[src/rtl/hazard_scoreboard.sv]
// Register-write scoreboard: per-register in-flight write counters and the
// decode-stage stall signal, with a same-cycle retire bypass.
module hazard_scoreboard #(
  parameter int NUM_REGS  = 16,
  parameter int CNT_WIDTH = 2,
  parameter int PC_REG    = 15
) (
  input  logic                clk,
  input  logic                rst,
  input  logic                clear,
  input  logic [3:0]          src1,
  input  logic [3:0]          src2,
  input  logic                twoSrc,
  input  logic                srcValid,
  input  logic                issue,
  input  logic                issueWritebackEnabled,
  input  logic [3:0]          issueDestination,
  input  logic                writebackEnabled,
  input  logic [3:0]          writebackDestination,
  output logic                hazard,
  output logic [NUM_REGS-1:0] pendingMask,
  output logic                error
);

  typedef logic [CNT_WIDTH-1:0] cnt_t;
  localparam cnt_t CNT_MAX = '1;

  cnt_t                cnt     [NUM_REGS];
  cnt_t                cnt_nxt [NUM_REGS];
  logic [NUM_REGS-1:0] inc;
  logic [NUM_REGS-1:0] dec;
  logic [NUM_REGS-1:0] busy;
  logic [NUM_REGS-1:0] err_vec;
  logic [NUM_REGS-1:0] pend_nxt;
  logic [NUM_REGS-1:0] pend_q;
  logic                err_q;

  // Returns {fault, next count}; over/underflow holds the count and flags a fault.
  function automatic logic [CNT_WIDTH:0] step_cnt(input cnt_t c, input logic up,
                                                  input logic dn);
    logic [CNT_WIDTH:0] r;
    r = {1'b0, c};
    if (up && !dn) begin
      if (c == CNT_MAX) r = {1'b1, c};
      else              r = {1'b0, c + cnt_t'(1)};
    end else if (dn && !up) begin
      if (c == '0) r = {1'b1, c};
      else         r = {1'b0, c - cnt_t'(1)};
    end
    return r;
  endfunction

  always_comb begin
    inc      = '0;
    dec      = '0;
    busy     = '0;
    err_vec  = '0;
    pend_nxt = '0;
    cnt_nxt  = cnt;
    for (int i = 0; i < NUM_REGS; i++) begin
      inc[i] = issue & issueWritebackEnabled & (issueDestination == 4'(i)) & (i != PC_REG);
      dec[i] = writebackEnabled & (writebackDestination == 4'(i)) & (i != PC_REG);
      {err_vec[i], cnt_nxt[i]} = step_cnt(cnt[i], inc[i], dec[i]);
      // Flush wins over everything and is never itself a fault.
      if (clear) begin
        cnt_nxt[i] = '0;
        err_vec[i] = 1'b0;
      end
      pend_nxt[i] = |cnt_nxt[i];
      // A retiring write is already visible to decode through the falling-edge regfile write.
      busy[i] = (i != PC_REG) & (cnt[i] > cnt_t'(dec[i]));
    end
  end

  always_ff @(posedge clk or negedge rst) begin
    if (!rst) begin
      for (int i = 0; i < NUM_REGS; i++) cnt[i] <= '0;
      pend_q <= '0;
      err_q  <= 1'b0;
    end else begin
      cnt    <= cnt_nxt;
      pend_q <= pend_nxt;
      if (|err_vec) err_q <= 1'b1;
    end
  end

  assign hazard      = srcValid & (busy[src1] | (twoSrc & busy[src2]));
  assign pendingMask = pend_q;
  assign error       = err_q;

endmodule

[config.mk]
export PLATFORM = sky130hd
export DESIGN_NAME = hazard_scoreboard
export DESIGN_NICKNAME = d
export VERILOG_FILES = /design/src/rtl/hazard_scoreboard.sv
export SDC_FILE = /design/constraint.sdc
export NUM_CORES = 1
export LEC_CHECK = 0
export BUFFER_PORTS_ARGS = -buffer_cell sky130_fd_sc_hd__buf_4
export CAP_MARGIN = 5
export CORE_ASPECT_RATIO = 0.5
export CORE_MARGIN = 4
export CORE_UTILIZATION = 30
export CTS_BUF_LIST = sky130_fd_sc_hd__clkbuf_8
export DETAILED_ROUTE_END_ITERATION = 6
export HOLD_SLACK_MARGIN = 0.05
export PLACE_DENSITY_LB_ADDON = 0.2
export SLEW_MARGIN = 15
export SYNTH_ARGS = -nofsm -noshare
export SYNTH_HDL_FRONTEND = slang
export SYNTH_SLANG_ARGS = --single-unit
[constraint.sdc]
create_clock -name clk -period 3 [get_ports clk]
set_input_delay 0.15 -clock clk [delete_from_list [all_inputs] [get_ports clk]]
set_output_delay 0.15 -clock clk [all_outputs]
set_load 0.03 [all_outputs]
[After elaboration in Yosys (flattened, before gate mapping)]
Index checks and enable logic that the tools add are counted.
Word-level totals
  flip-flop bits (word level): 49
  input bits: 24
  output and inout port bits: 18
Cells by class
  add/subtract/negate cells: 30
  order comparisons: 17
  equal/unequal tests: 43
  mux-type cells: 95
  bitwise operators: 34
  reduce and logical (&&, ||, !) cells: 94
Operator list (number)
  two-way mux 3 bit: 60
  equality test 4 bit, second input constant: 14
  AND 1 bit: 33
  equality test 4 x 3 -> 1 bit, second input constant: 8
  two-way mux 2 bit: 16
  OR reduction 2 bit: 16
  adder 2 x 1 -> 2 bit, second input constant: 15
  equality test 2 bit, second input constant: 15
  > comparator 2 x 1 -> 1 bit: 15
  logical AND 1 bit: 30
  logical NOT 1 bit: 30
  logical NOT 2 bit: 15
  subtractor 2 x 1 -> 2 bit, second input constant: 15
  two-way mux 1 bit: 17
  equality test 4 x 2 -> 1 bit, second input constant: 4
  OR reduction 15 bit: 1
  less-than comparator 4 x 5 -> 1 bit, second input constant: 2
  binary-select mux 1 bit (select 4 bit): 2
  equality test 4 x 1 -> 1 bit, second input constant: 2
  logical NOT 4 bit: 2
  bitwise OR 1 bit: 1

[Depth between registers and ports, before layout]
Gate-level depths: netlist of the first run.
  word-level depth: 8
  gate-level depth with buffers: 8
  gate-level depth less buffers: 8

[Least setup slack after synthesis of the first run]
Ideal clock, no wire load.
  path type: input -> output
  start point: input port writebackDestination[2]
  end point: output port hazard
  data arrival time: 2395 ps
  data required time: 2850 ps
  slack: 455 ps
  stages: 8
  cell sequence: or3b_2 nor2_1 ha_1 o21bai_1 nor2_1 a2111oi_0 o311ai_0 a21boi_0
On the way
  longest elaborated chain between the ends: 8
  elaborated cells between the ends (all ways): 52
  those cells by class: 15 x order compare; 14 x eq/ne; 4 x mux; 18 x bitwise; 1 x reduce/logical
Ends and longest elaborated chain
  start: declaration: RTL line 19  | input logic [3:0] writebackDestination,
  equality test 4 x 1 -> 1 bit (tied with other cells): RTL line 62  | dec[i] = writebackEnabled & (writebackDestination == 4'(i)) & (i != PC_REG);
  AND 1 bit: RTL line 62
  > comparator 2 x 1 -> 1 bit: RTL line 71  | busy[i] = (i != PC_REG) & (cnt[i] > cnt_t'(dec[i]));
  binary-select mux 1 bit (select 4 bit): RTL line 87  | assign hazard = srcValid & (busy[src1] | (twoSrc & busy[src2]));
  two-way mux 1 bit (implied by the code): RTL line 87
  AND 1 bit: RTL line 87
  bitwise OR 1 bit *: RTL line 87
  AND 1 bit *: RTL line 87
  end: declaration: RTL line 20  | output logic hazard,
Mark *: on every way between the ends. The rest lies on a longest branch, timed or not. The select of a mux whose other input is x is not followed.

[Worst setup path in the final report of the first run]
  start point: register cnt[10] (netlist bit)
  end point: output port hazard
On the way
  longest elaborated chain between the ends: 6
  elaborated cells between the ends (all ways): 8
  those cells by class: 1 x order compare; 4 x mux; 3 x bitwise
Ends and longest elaborated chain
  start: declaration: RTL line 28  | cnt_t cnt [NUM_REGS];
  start signal: assignment: RTL line 81  | cnt <= cnt_nxt;
  > comparator 2 x 1 -> 1 bit *: RTL line 71
  binary-select mux 1 bit (select 4 bit): RTL line 87
  two-way mux 1 bit (implied by the code): RTL line 87
  AND 1 bit: RTL line 87
  bitwise OR 1 bit *: RTL line 87
  AND 1 bit *: RTL line 87
Marked as above.

==> impl_metrics.py, run 1 <==
metrics = {
    "run_status": {
        "outcome": "finished clean",
    },
    "route": {
        "postRouteAntennaNets": 0,
        "dr.pass1.iters": 5,
        "routed_via_density": 5.446,
        "vias": 3431,
        "wirelength_mm": 11.07,
        "drt_iter0_drc": 225,
        "drc": 0,
        "routedWlPerCell_um": 17.57,
    },
    "timing": {
        "fin_worst_skew_ps": 15.07,
        "relSlewSlack_pct": 50.17,
        "maxSlewViolCount": 0,
        "rsz0062_at_grt": "no",
        "hold_viol": 0,
        "setup_tns_ps": 0,
        "clock.fmax_mhz": 374.7,
        "tightest_slew_ps": 744.7,
        "finalSetupViolations": 0,
        "layout_min_cycle_time_ps": 2669,
        "holdWs_ps": 260.3,
        "period_share_pct": 88.95,
    },
    "hold_path": {
        "worstHoldPathType": "input port to register",
        "hold_depth": 2,
    },
    "grt": {
        "grt_pass1_vias": 3050,
        "grt_pass1_wl_mm": 17.62,
        "grt_overflow": 0,
        "grt_antenna_before_repair": 0,
        "grt_max_degree": 50,
        "grt_usage_pct": 15.70,
    },
    "floorplan": {
        "io_pins": 42,
        "die_y_um": 86.61,
        "fp-row-count": 28,
        "die_width_um": 165.2,
        "coreArea_um2": 11950,
        "start_util_pct": 31.03,
        "dieArea_um2": 14310,
    },
    "critical_path": {
        "critPathBufInv": 2,
        "crit_family": "compound AO/OA/AOI/OAI gates",
        "crit_required_ps": 2850,
        "arrival_ps": 2520,
        "cp_max_fo": 5,
        "critPathKind": "register to output port",
        "worstPathCellList": "inv_1 -> ha_1 -> o21bai_1 -> o22ai_1 -> o311ai_0 -> o311ai_0 -> a21boi_0 -> buf_4",
        "crit_path_max_incr_delay_ps": 440,
        "start_kind": "register",
        "crit_slowest_cell": "dfrtp_1",
        "cp-end-kind": "output port",
        "ff2ff_path_depth": 5,
        "r2r_setup_slack_ps": 1060,
        "crit_top_cell": "o311ai_0",
        "cp_num_cells": 8,
    },
    "clock_network": {
        "cts_tree": "yes",
        "path_clk_slew_ps": 120,
        "h-tree-depth": 2,
        "cts_buffers": 5,
        "clkLatencyLatePin_ps": 330,
        "post_cts_buffers": 0,
        "clockBufferDepth": 2,
        "cts_root_buffer": "clkbuf_8",
        "cts_sinks": 49,
    },
    "pwr": {
        "irDropWorstVdd_uv": 151.6,
        "p_clk_share_pct": 32.8,
        "p_switching_uw": 452.9,
        "cellLeakagePower_nw": 1.624,
        "p_int_uw": 929.9,
        "p_comb_share_pct": 17.8,
        "p_sw_share_pct": 32.75,
        "pwr-share-seq_pct": 49.4,
        "powerDensity_nw_per_um2": 325.8,
        "power_mw": 1.383,
    },
    "cells_and_area": {
        "syn_to_final_growth_pct": 14.48,
        "n_antenna_cell": 0,
        "drive_above_1_share_pct": 16.99,
        "fin_cells": 630,
        "final_cell_mix": "50 x buf_4, 49 x dfrtp_1, 34 x nor2_1",
        "fin_nets": 503,
        "layout_commonest_cell": "buf_4",
        "finalInstanceArea_um2": 4244,
    },
    "synthesis": {
        "avgSynthCellArea_um2": 8.407,
        "synth_edf_count": 0,
        "synth.distinct_cells": 52,
        "syn_inst": 441,
        "synth_seq_cells": 49,
        "ys_seq_area_share_pct": 33.07,
        "ys_async_sr_fraction_pct": 100.0,
        "syn_nets": 480,
        "synth_area_um2": 3707,
        "synthFlopType": "dfrtp_1",
        "yosysWarnings": 0,
    },
    "placed_design": {
        "place_area_um2": 4139,
        "dp_hpwl_mm": 8.155,
        "place_congestion": 0.8913,
        "port_buffers": 41,
        "dp.cells": 621,
    },
    "job": {
        "maxCapViolCount": 0,
    },
}
==> worst reg2reg max path, stage by stage (launching register included) <==
cell,delay (ps)
dfrtp_1,490
nand2_1,130
a2111oi_0,60
or4_1,550
nor4_1,430
a41oi_1,160
==> flip-flops by register name (all words and copies together), names as in the netlist <==
register / flops
cnt: 32
error: 1
pendingMask: 16
==> power by group through the flow <==
stage	Sequential (mW)	Combinational [mW]	Clock, mW
final	0.683	0.246	0.454
after global routing	0.686	0.268	0.490
after CTS	0.683	0.246	0.462
after detailed placement	0.696	0.244	0
after global placement	0.697	0.241	0
after floorplan	0.710	0.126	0
==> synthesized netlist by cell type, drive strengths merged, types with 2 or more instances <==
cell / n / area (um2)
and2: 2 / 12.51
nor2b: 6 / 37.54
and3: 2 / 12.51
o221ai: 4 / 35.03
o21ai: 5 / 25.02
nand2: 32 / 120.1
nand2b: 10 / 62.56
nor3b: 3 / 33.78
nand3b: 3 / 22.52
o211ai: 32 / 240.2
o311ai: 3 / 26.28
clkbuf: 21 / 80.07
nor3: 6 / 30.03
a211oi: 4 / 30.03
a32oi: 2 / 17.52
a211o: 15 / 131.4
a31oi: 2 / 12.51
a21oi: 29 / 145.1
or2: 19 / 118.9
buf: 14 / 70.07
dfrtp: 49 / 1226
nor2: 34 / 127.6
o32ai: 6 / 52.55
o21bai: 9 / 67.56
nor4: 5 / 31.28
nand4b: 3 / 26.28
inv: 32 / 120.1
ha: 15 / 187.7
nand3: 3 / 15.01
a2111oi: 7 / 62.56
nand4: 2 / 12.51
o2111ai: 22 / 192.7
and3b: 2 / 17.52
a21o: 26 / 195.2
==> cells by family after synthesis <==
logic type	Yosys count	share of synthesized area [%]
AO/OA/AOI/OAI	174	35.20
flip-flops	49	33.07
AND/OR/NAND/NOR	136	19.37
buffers and inverters	67	7.290
adder cells (fa/ha/maj)	15	5.062
==> per-layer routing <==
layer / part of all wire, % / GRT usage, % / wire [um]
met1: 55 / 25.90 / 6074
met2: 39 / 20.97 / 4296
met3: 5.6 / 2.613 / 617
met4: 0.70 / 2.717 / 78
met5: 0 / 0 / 0
==> through the flow <==
| stage | worst slack (ps) | util (%) |
|---|---|---|
| finish | 331.5 | 35.53 |
| global route | 113.5 | 35.53 |
| CTS | 343.8 | 35.53 |
| detailed placement | 376.7 | 34.65 |
| global placement | 387.2 | 34.65 |
| floorplan | 454.8 | - |
==> layout make-up <==
cell class	count	area [um2]
clock buffers	5	68.82
clock inverters	3	26.28
fillers	1242	7702
inverters	32	120.1
multi-input cells	325	2211
flip-flops and latches	49	1226
well taps	165	206.4
repair buffers	51	385.4
==> final timing paths <==
| path | startpoint | to |
|---|---|---|
| max | cnt[10] | hazard |
| min in group asynchronous | rst | pendingMask[15] |
| min reg2reg | cnt[1] | cnt[1] |
| max reg2reg | cnt[17] | error |
| min | clear | cnt[1] |
| max in group asynchronous | rst | cnt[8] |
==> timing repair <==
| item | CTS | global route |
|---|---|---|
| hold buffers | 1 | 0 |
| resized for setup | 0 | 0 |
| hold endpoints to repair | 49 | 0 |
(Power assumes the default switching activity.)
==> run 2: changes to the inputs <==
CORE_UTILIZATION = 40   (was 30)
==> run 2 against run 1 <==
Clock power is 12% higher. Non-clock buffer count is 2 lower. Final area is 1.2% lower. Register-to-register slack better by 40 ps. Combinational power hardly changed. Sequential power hardly changed. Cell count is 7.9% lower. Die area is 23% lower. Hold slack better by 17 ps. Largest cell class unchanged. Largest power group unchanged.
==> impl_metrics.py, run 2 (synthesis gave the netlist of run 1 again) <==
metrics = {
    "critical_path": {
        "cp_max_fo": 6,
        "worstPathCellList": "inv_1 -> ha_1 -> o21bai_1 -> nor2_1 -> a2111oi_0 -> o311ai_0 -> a21boi_0 -> buf_4",
        "crit_slowest_cell": "dfrtp_1",
        "cp-end-kind": "output port",
        "r2r-end": "error",
        "reg2reg_from": "cnt[17]",
        "critPathBufInv": 2,
        "start_kind": "register",
        "critPathKind": "register to output port",
        "r2r_setup_slack_ps": 1100,
        "arrival_ps": 2460,
        "crit_required_ps": 2850,
        "crit_path_max_incr_delay_ps": 460,
        "crit_family": "compound AO/OA/AOI/OAI gates",
        "ff2ff_path_depth": 5,
    },
    "placed_design": {
        "place_congestion": 0.9027,
        "dp_hpwl_mm": 7.442,
        "port_buffers": 41,
        "dp.cells": 571,
        "place_area_um2": 4064,
    },
    "route": {
        "wirelength_mm": 10.16,
        "vias": 3478,
        "drc": 0,
        "dr.pass1.iters": 5,
        "routedWlPerCell_um": 17.52,
        "routed_via_density": 5.997,
        "drt_iter0_drc": 253,
        "postRouteAntennaNets": 0,
    },
    "timing": {
        "fin_worst_skew_ps": 14.70,
        "layout_min_cycle_time_ps": 2615,
        "setup_tns_ps": 0,
        "holdWs_ps": 276.9,
        "maxSlewViolCount": 0,
        "rsz0062_at_grt": "no",
        "relSlewSlack_pct": 54.27,
        "finalSetupViolations": 0,
        "tightest_slew_ps": 685.9,
        "hold_viol": 0,
        "period_share_pct": 87.17,
        "clock.fmax_mhz": 382.4,
    },
    "pwr": {
        "powerDensity_nw_per_um2": 342.1,
        "irDropWorstVdd_uv": 169.9,
        "cellLeakagePower_nw": 1.632,
    },
    "cells_and_area": {
        "fin_nets": 501,
        "syn_to_final_growth_pct": 13.09,
        "n_antenna_cell": 0,
        "largest_reg_flops": 32,
        "finalInstanceArea_um2": 4193,
        "seq_area_um2": 1226,
        "multiInputGateArea_um2": 2211,
        "final_cell_mix": "49 x dfrtp_1, 48 x buf_4, 34 x nor2_1",
        "layout_commonest_cell": "dfrtp_1",
        "regMostFlops": "cnt",
        "fin_cells": 580,
        "fillerInstances": 878,
        "drive_above_1_share_pct": 16.63,
    },
    "floorplan": {
        "die_y_um": 76.08,
        "coreArea_um2": 8859,
        "io_pins": 42,
        "dieArea_um2": 10970,
        "fp-row-count": 24,
        "start_util_pct": 41.85,
        "die_width_um": 144.2,
    },
    "run_status": {
        "outcome": "finished clean",
    },
    "clock_network": {
        "cts_root_buffer": "clkbuf_8",
        "path_clk_slew_ps": 110,
        "cts_tree": "yes",
        "h-tree-depth": 2,
        "cts_buffers": 5,
        "clkLatencyLatePin_ps": 320,
        "cts_resized": 0,
        "cts_sinks": 49,
        "clockBufferDepth": 2,
    },
    "hold_path": {
        "min_to": "cnt[0]",
        "worstHoldPathType": "input port to register",
        "hold_depth": 2,
        "min-delay-start": "clear",
    },
    "grt": {
        "grt_antenna_before_repair": 0,
        "grt_overflow": 0,
        "grt_pass1_vias": 3083,
        "grt_pass1_wl_mm": 16.68,
        "grt_max_degree": 50,
        "grt_usage_pct": 18.93,
    },
    "job": {
        "maxCapViolCount": 0,
    },
}
run 2: cell types whose count changed in the layout (fill, tap and decap cells not counted), sizes merged:
cell / change
buf: -2
bufinv: +1
clkinv: +1
clkinvlp: -2
run 2: per-stage QoR:
| stage | total power [mW] | utilization [%] | worst slack (ps) |
|---|---|---|---|
| floorplan | 0.8364 | - | 454.8 |
| global placement | 0.9333 | 45.88 | 437.4 |
| detailed placement | 0.9354 | 45.88 | 411.0 |
| CTS | 1.451 | 47.33 | 403.0 |
| global route | 1.508 | 47.33 | 112.5 |
| finish | 1.435 | 47.33 | 385.0 |
run 2: worst max path at each step:
| stage | start | endpoint | slack, ps | cells past startpoint |
|---|---|---|---|---|
| 2_1_floorplan | writebackDestination[2] | hazard | 450 | 8 |
| 3_3_place_gp | writebackDestination[2] | hazard | 440 | 10 |
| 3_5_place_dp | writebackDestination[2] | hazard | 410 | 10 |
| 4_1_cts | cnt[28] | hazard | 400 | 8 |
| 5_1_grt | writebackDestination[2] | hazard | 110 | 10 |
| 6_report | cnt[28] | hazard | 390 | 8 |
run 2: layout make-up:
class,count,area share [%]
Multi-Input combinational cell,325,52.73
Inverter,32,2.865
Clock inverter,3,1.194
Tap cell,117,3.491
Sequential cell,49,29.25
Timing Repair Buffer,49,8.833
Clock buffer,5,1.641
run 2: per-layer routing:
metal / track usage, % / vias to the layer above / share of wire, % / wire length (um)
met5: 0 / - / 0 / 0
met4: 3.538 / 0 / 0.69 / 70
met3: 5.455 / 7 / 9.5 / 969
met2: 24.35 / 121 / 39 / 3950
met1: 30.67 / 1648 / 51 / 5172
li1: - / 1702 / - / -
run 2: timing repair:
action	in CTS	in global routing
hold buffers	1	0
setup buffers	0	0
hold endpoints to repair	49	0
run 2: worst reg2reg max path, cell delays in order, from the launching register on:
cell	delay [ps]
dfrtp_1	470
nand2_1	140
a2111oi_0	70
or4_1	560
nor4_1	340
a41oi_1	170
run 2: where the power goes:
| part | internal, mW | leakage (nW) | switching [mW] |
|---|---|---|---|
| Sequential | 0.671 | 0.681 | 0.0132 |
| Combinational | 0.0868 | 0.891 | 0.156 |
| Clock | 0.256 | 0.0603 | 0.252 |
